==> src/rtl/rr_arbiter8.sv <==
// Eight-requester round-robin arbiter feeding a 3-to-8 decoder (grant_idx -> In, grant_valid -> enable).
// Latency 1 clock request-to-grant; grants held until released (or HOLD_LIMIT reached when RR_ARB_TIMEOUT_EN is defined).
module rr_arbiter8 #(
  parameter int unsigned HOLD_LIMIT = 16
) (
  input  logic       clk,
  input  logic       rst_n,
  input  logic [7:0] req,
  output logic       grant_valid,
  output logic [2:0] grant_idx,
  output logic       timeout_pulse
);

  typedef enum logic {IDLE, GRANT} state_t;

  state_t     state;
  logic [2:0] ptr;
  logic [2:0] search_from;
  logic [2:0] winner;
  logic       any_req;
  logic       owner_req;
  logic       timeout;
  logic       rearb;
  logic       take;

  // First requester found walking start, start+1, ... start+7 (mod 8).
  function automatic logic [2:0] pick(input logic [7:0] r, input logic [2:0] start);
    logic [2:0] idx;
    logic [2:0] w;
    w = start;
    for (int k = 7; k >= 0; k--) begin
      idx = start + 3'(k);
      if (r[idx]) w = idx;
    end
    return w;
  endfunction

  assign any_req     = |req;
  assign owner_req   = req[grant_idx];
  assign search_from = (state == IDLE) ? ptr : grant_idx + 3'd1;
  assign winner      = pick(req, search_from);
  assign rearb       = (state == GRANT) && (!owner_req || timeout);
  assign take        = any_req && ((state == IDLE) || rearb);

`ifdef RR_ARB_TIMEOUT_EN
  localparam logic [7:0] LIMIT_M1 = 8'(HOLD_LIMIT - 1);

  logic [7:0] hold_cnt;

  assign timeout = (state == GRANT) && owner_req && (hold_cnt >= LIMIT_M1);

  always_ff @(posedge clk or negedge rst_n) begin
    if (!rst_n) begin
      hold_cnt      <= 8'd0;
      timeout_pulse <= 1'b0;
    end else begin
      timeout_pulse <= timeout;
      if (take)
        hold_cnt <= 8'd0;
      else if ((state == GRANT) && (hold_cnt != 8'hFF))
        hold_cnt <= hold_cnt + 8'd1;
    end
  end
`else
  // HOLD_LIMIT has no effect in this build.
  logic unused_hold_limit;
  assign unused_hold_limit = ^8'(HOLD_LIMIT);
  assign timeout           = 1'b0;
  assign timeout_pulse     = 1'b0;
`endif

  always_ff @(posedge clk or negedge rst_n) begin
    if (!rst_n) begin
      state       <= IDLE;
      grant_valid <= 1'b0;
      grant_idx   <= 3'd0;
      ptr         <= 3'd0;
    end else begin
      case (state)
        IDLE: begin
          if (any_req) begin
            state       <= GRANT;
            grant_valid <= 1'b1;
            grant_idx   <= winner;
          end
        end
        GRANT: begin
          if (rearb) begin
            ptr <= grant_idx + 3'd1;
            if (any_req) begin
              grant_idx <= winner;
            end else begin
              state       <= IDLE;
              grant_valid <= 1'b0;
            end
          end
        end
        default: begin
          state       <= IDLE;
          grant_valid <= 1'b0;
        end
      endcase
    end
  end

endmodule

==> config.mk <==
export PLATFORM = sky130hd
export DESIGN_NAME = rr_arbiter8
export DESIGN_NICKNAME = d
export VERILOG_FILES = /design/src/rtl/rr_arbiter8.sv
export SDC_FILE = /design/constraint.sdc
export NUM_CORES = 1
export LEC_CHECK = 0
export CORE_ASPECT_RATIO = 0.7
export CORE_MARGIN = 1.5
export CORE_UTILIZATION = 50
export CTS_CLUSTER_DIAMETER = 30
export DETAILED_ROUTE_END_ITERATION = 10
export HOLD_SLACK_MARGIN = 0.03
export PLACE_DENSITY_LB_ADDON = 0.12
export SLEW_MARGIN = 20
export SYNTH_ARGS = -nofsm -noshare
export SYNTH_HDL_FRONTEND = slang
export SYNTH_SLANG_ARGS = --single-unit
==> constraint.sdc <==
create_clock -name clk -period 3.4 [get_ports clk]
set_input_delay 0.68 -clock clk [delete_from_list [all_inputs] [get_ports clk]]
set_output_delay 0.68 -clock clk [all_outputs]
set_load 0.05 [all_outputs]
# Yosys cells after proc, flatten, opt, wreduce, memory -nomap -nowiden
# Cells that the tools add are included.
word_totals:
  out_inout_bits: 5
  regBits: 8
  inputBits: 10
op_classes:
  add_sub_neg: 8
  bitwise: 1
  eq_ne: 3
  n_reduce_logical: 5
  n_mux: 37
  magnitude_cmp: 9
op_table:
  columns: ["op", "count"]
  rows:
  - ["3-bit by 4-bit less-than comparator with 1-bit output (second input constant)", 9]
  - ["3-bit two-way mux", 11]
  - ["1-bit binary-select mux with 3-bit select", 9]
  - ["1-bit two-way mux", 14]
  - ["3-bit adder (second input constant)", 4]
  - ["8-bit OR reduction", 1]
  - ["3-bit by 1-bit adder with 3-bit output (second input constant)", 2]
  - ["3-bit by 2-bit adder with 3-bit output (second input constant)", 2]
  - ["3-bit one-hot mux with 2 select lines", 1]
  - ["2-bit != test (second input constant)", 2]
  - ["1-bit one-hot mux with 2 select lines", 2]
  - ["3-bit AND reduction", 1]
  - ["2-bit by 1-bit != test with 1-bit output (second input constant)", 1]
  - ["2-bit AND reduction", 1]
  - ["1-bit logical AND", 1]
  - ["1-bit logical NOT", 1]
  - ["1-bit inverter", 1]

# Longest topological paths before layout
depth:
  word_depth: 16
  ltp_mapped: 15

# Least setup slack after synthesis
# No wires, ideal clock.
synth_timing:
  kind: "reg2reg"
  startpoint: "reg grant_idx[0]"
  endpoint: "reg grant_idx[0]"
  n_path_buf: 3
  path_stages_with_launch: 16
  t_arrival_ps: 3489
  required_time_ps: 3305
  setup_slack_ps: -185
  setup_time_ps: 95
  path_cell_list: "dfrtp_1 -> buf_4 -> nand2_1 -> nand2_8 -> inv_2 -> buf_4 -> clkbuf_1 -> ha_1 -> inv_1 -> a211o_1 -> nand2_1 -> mux2_2 -> o211ai_1 -> a21oi_1 -> o31a_1 -> o31ai_1"
synth_via:
  elab_chain_cells: 16
  word_cells_on_any_way: 41
  classes_between: "add/sub: 8; eq/ne: 1; mux: 30; reduce/logical: 2"
synth_rtl:
  columns: ["element", "line", "text"]
  rows:
  - ["from (decl)", "10", "output logic [2:0] grant_idx,"]
  - ["from (signal assigned)", "84", "grant_idx <= winner;"]
  - ["from (signal assigned)", "91", "grant_idx <= winner;"]
  - ["3-bit by 1-bit adder with 3-bit output", "40", "assign search_from = (state == IDLE) ? ptr : grant_idx + 3'd1;"]
  - ["3-bit two-way mux", "40", null]
  - ["3-bit adder", "32", "idx = start + 3'(k);"]
  - ["1-bit binary-select mux with 3-bit select", "33", "if (r[idx]) w = idx;"]
  - ["1-bit two-way mux (implied by the code)", "33", null]
  - ["3-bit two-way mux (8 in series)", "33", null]
  - ["3-bit two-way mux", "81, 90", null]
  - ["3-bit two-way mux", "88", "if (rearb) begin"]
  - ["3-bit one-hot mux with 2 select lines", "79", "case (state)"]
# Parallel ways exist; a longest one is shown, timed or not. The select of a mux whose other input is x is not followed.
# A chain may end at the register's enable or synchronous reset.

# Worst setup path after layout
layout_timing:
  startpoint: "reg grant_idx[1]"
  endpoint: "reg grant_idx[0]"
# Same word-level chain as after synthesis.

==> summary.txt <==
Clock tree
  • Clk slew on worst S/H paths: 0.05 ns
  • # H-tree levels: 1
  • CTS sink cnt: 8
  • Cts bufs inserted: 3
  • Worst-Skew Late Latency: 0.23 ns
  • CTS tree: yes
  • Root buffer cell: clkbuf_8
  • CTS resizes: 0
  • # hold bufs at CTS: 0
  • Setup bufs post-CTS: 0
  • Bufs on Longest Clock Path: 2

Yosys
  • Avg Inst Size Synth: 7.88 um^2
  • Netlist cell types: 55
  • Syn Inst Count: 185
  • Top FF cell, synth: dfrtp_1
  • Yosys warning count: 0
  • Netlist Area Pre-Place: 1460 um^2
  • Cell taking the most area after synthesis: dfrtp_1
  • Area contributors post-synth: dfrtp_1 14%, mux2i_1 10%, mux4_2 7.7%, nand2_1 6.4%, a21oi_1 5.5%
  • Async SR Flop Fraction: 100%
  • Mapped Nets: 198
  • Sequential fraction of the synthesis area: 13.7%
  • Post-synth top cells: 25 x nand2_1, 16 x a21oi_1, 15 x mux2i_1, 9 x inv_1, 9 x o21ai_0
  • Number of synthesized flops with an enable pin: 0
  • FF+latch count, synth: 8
  • Yosys top cell area share: 13.7%
  • Top-count cell post-synth: nand2_1

Global route
  • Gr ovfl total: 0
  • Initial antenna violation count: 0
  • GRT Total Usage: 29.5%
  • Largest net degree at the start of global routing: 22
  • First-pass GRT wire length: 6870 um
  • Vias in the first global route: 1,410

Route
  • Initial DRC Count: 125
  • Routed Antenna Nets: 0
  • Vias after detailed routing: 1,546
  • Vias per inst: 6.55
  • Final wirelength: 4400 um
  • Wire length per cell: 18.7 um
  • Remaining DRCs: 0
  • TritonRoute pass-1 iters: 6

Final layout
  • Area Growth Syn to Fin: 16.4%
  • Final nets: 214
  • Ratio of cells with drive above 1 in the final layout: 19.0%
  • Fin util: 61.0%
  • ANT cells: 0
  • Post-route insts no fill: 236

Setup path
  • CP Cell Sequence: ha_1 -> mux2_2 -> inv_1 -> ha_1 -> inv_1 -> xnor2_1 -> a21o_1 -> a21boi_0 -> a2111oi_1 -> o31a_1 -> o31ai_1
  • Setup CP Type: register to register
  • Critical Path Start: grant_idx[1]$_DFFE_PN0P_
  • CP peak stage delay: 0.44 ns
  • R2R setup slack: 0.21 ns
  • Critical Path AT: 3.33 ns
  • Setup crit end: grant_idx[0]$_DFFE_PN0P_
  • Worst EP required: 3.54 ns
  • Critical Path Source Type: register
  • R2R Path End: grant_idx[0]$_DFFE_PN0P_
  • R2R Path Start: grant_idx[1]$_DFFE_PN0P_
  • CP endpoint kind: register
  • Cells on worst reg2reg path: 11
  • Crit path max fanout: 7
  • Slowest-stage cell, CP: dfrtp_2
  • Buffers & Inverters on Critical Path: 2
  • Levels on crit path: 11
  • CP top delay family: compound AO/OA/AOI/OAI gates

Timing
  • Slew HR: 59.1%
  • Final Hold Viols: 0
  • Worst-Margin Slew: 0.597 ns
  • Share of the clock period used by the worst path: 93.9%
  • Slew Limit Fails: 0
  • Fmax: 313 MHz
  • Clk_skew: 0.00570 ns
  • Final setup TNS: 0 ns
  • Final setup violating endpoints: 0
  • Hold Slack: 0.505 ns
  • RSZ-0062 raised after global routing: false
  • Post-layout min period: 3.19 ns

Placed design
  • Cells after DPL: 232
  • Port bufs: 13
  • Post-DP HPWL: 3400 um
  • GPL Wtd Cong: 1.03

Status
  • Status: finished clean

Floorplan
  • Die width: 67.5 um
  • Initial Utilization: 52.4%
  • Cell row count: 16
  • I/O Pins: 15
  • CORE AREA: 2780 um^2
  • Die Y: 48.2 um
  • Die area: 3250 um^2

Job
  • Max_cap viols: 0

Hold path
  • HP Class: register to register
[worst register-to-register path, delay by kind of cell (launching register included)]
family                     cells  cell delay, ns
AOI/OAI and AO/OA              5            1.22
muxes                          1            0.35
buffers and inverters          2            0.21
adders and majority gates      2            0.56
xor gates and xnor gates       1            0.33
DFF                            1            0.44
[routing by layer]
metal | part of all wire (%) | vias to the layer above | global-route usage [%]
met5 | 0 | - | 0
met4 | 1.0 | 0 | 5.31
met3 | 8.9 | 8 | 8.31
met2 | 44 | 86 | 46.9
met1 | 46 | 728 | 41.1
li1 | - | 724 | -
[layout by cell type, fill, tap and decap left out, drive strengths merged, types with 6 or more instances in the layout]
cell type,instances
nand2,26
a21oi,17
mux2i,16
clkdlybuf4s50,13
buf,12
inv,10
o21ai,10
dfrtp,8
nor2,7
a211oi,7
mux2,6
nand3,6
[final cells by class]
type / instances / area, um^2
Multi-Input combinational cell: 153 / 1150
Clock buffer: 4 / 45.0
Timing Repair Buffer: 25 / 220
Sequential cell: 8 / 203
Inverter: 10 / 37.5
Tap cell: 36 / 45.0
Fill cell: 264 / 1090
[how the worst min path moves through the flow]
stage	slack (ns)	startpoint	end	depth (start not counted)
6_report	0.51	ptr[2]$_DFFE_PN0P_	ptr[2]$_DFFE_PN0P_	2
2_1_floorplan	0.38	rst_n	grant_idx[0]$_DFFE_PN0P_	0
4_1_cts	0.52	ptr[2]$_DFFE_PN0P_	ptr[2]$_DFFE_PN0P_	2
3_5_place_dp	0.50	ptr[2]$_DFFE_PN0P_	ptr[2]$_DFFE_PN0P_	2
5_1_grt	0.56	ptr[2]$_DFFE_PN0P_	ptr[2]$_DFFE_PN0P_	2
3_3_place_gp	0.49	ptr[2]$_DFFE_PN0P_	ptr[2]$_DFFE_PN0P_	2
[kinds of logic after synthesis]
logic type | count (synthesis) | synth area share (%)
muxes | 27 | 23.6
other | 1 | 0.257
buffers and inverters | 24 | 7.64
adders and majority gates | 4 | 3.26
xor gates and xnor gates | 6 | 3.61
and+or+nand+nor | 56 | 19.5
DFF | 8 | 13.7
AOI/OAI and AO/OA | 59 | 28.4
[state kept, by name, indices dropped and copies added, names as in the netlist]
signal       count
ptr              3
grant_idx        3
state            1
grant_valid      1
[metrics by stage]
step	worst slack (ns)	cell area [um^2]
3_3_place_gp	0.221	1650
2_1_floorplan	0.0339	1460
5_1_grt	0.00795	1700
6_report	0.208	1700
4_1_cts	0.227	1700
3_5_place_dp	0.250	1650
Power is left out: the tool's default activity adds up to more than one toggle a clock period on the data nets, which glitch-free logic cannot reach.
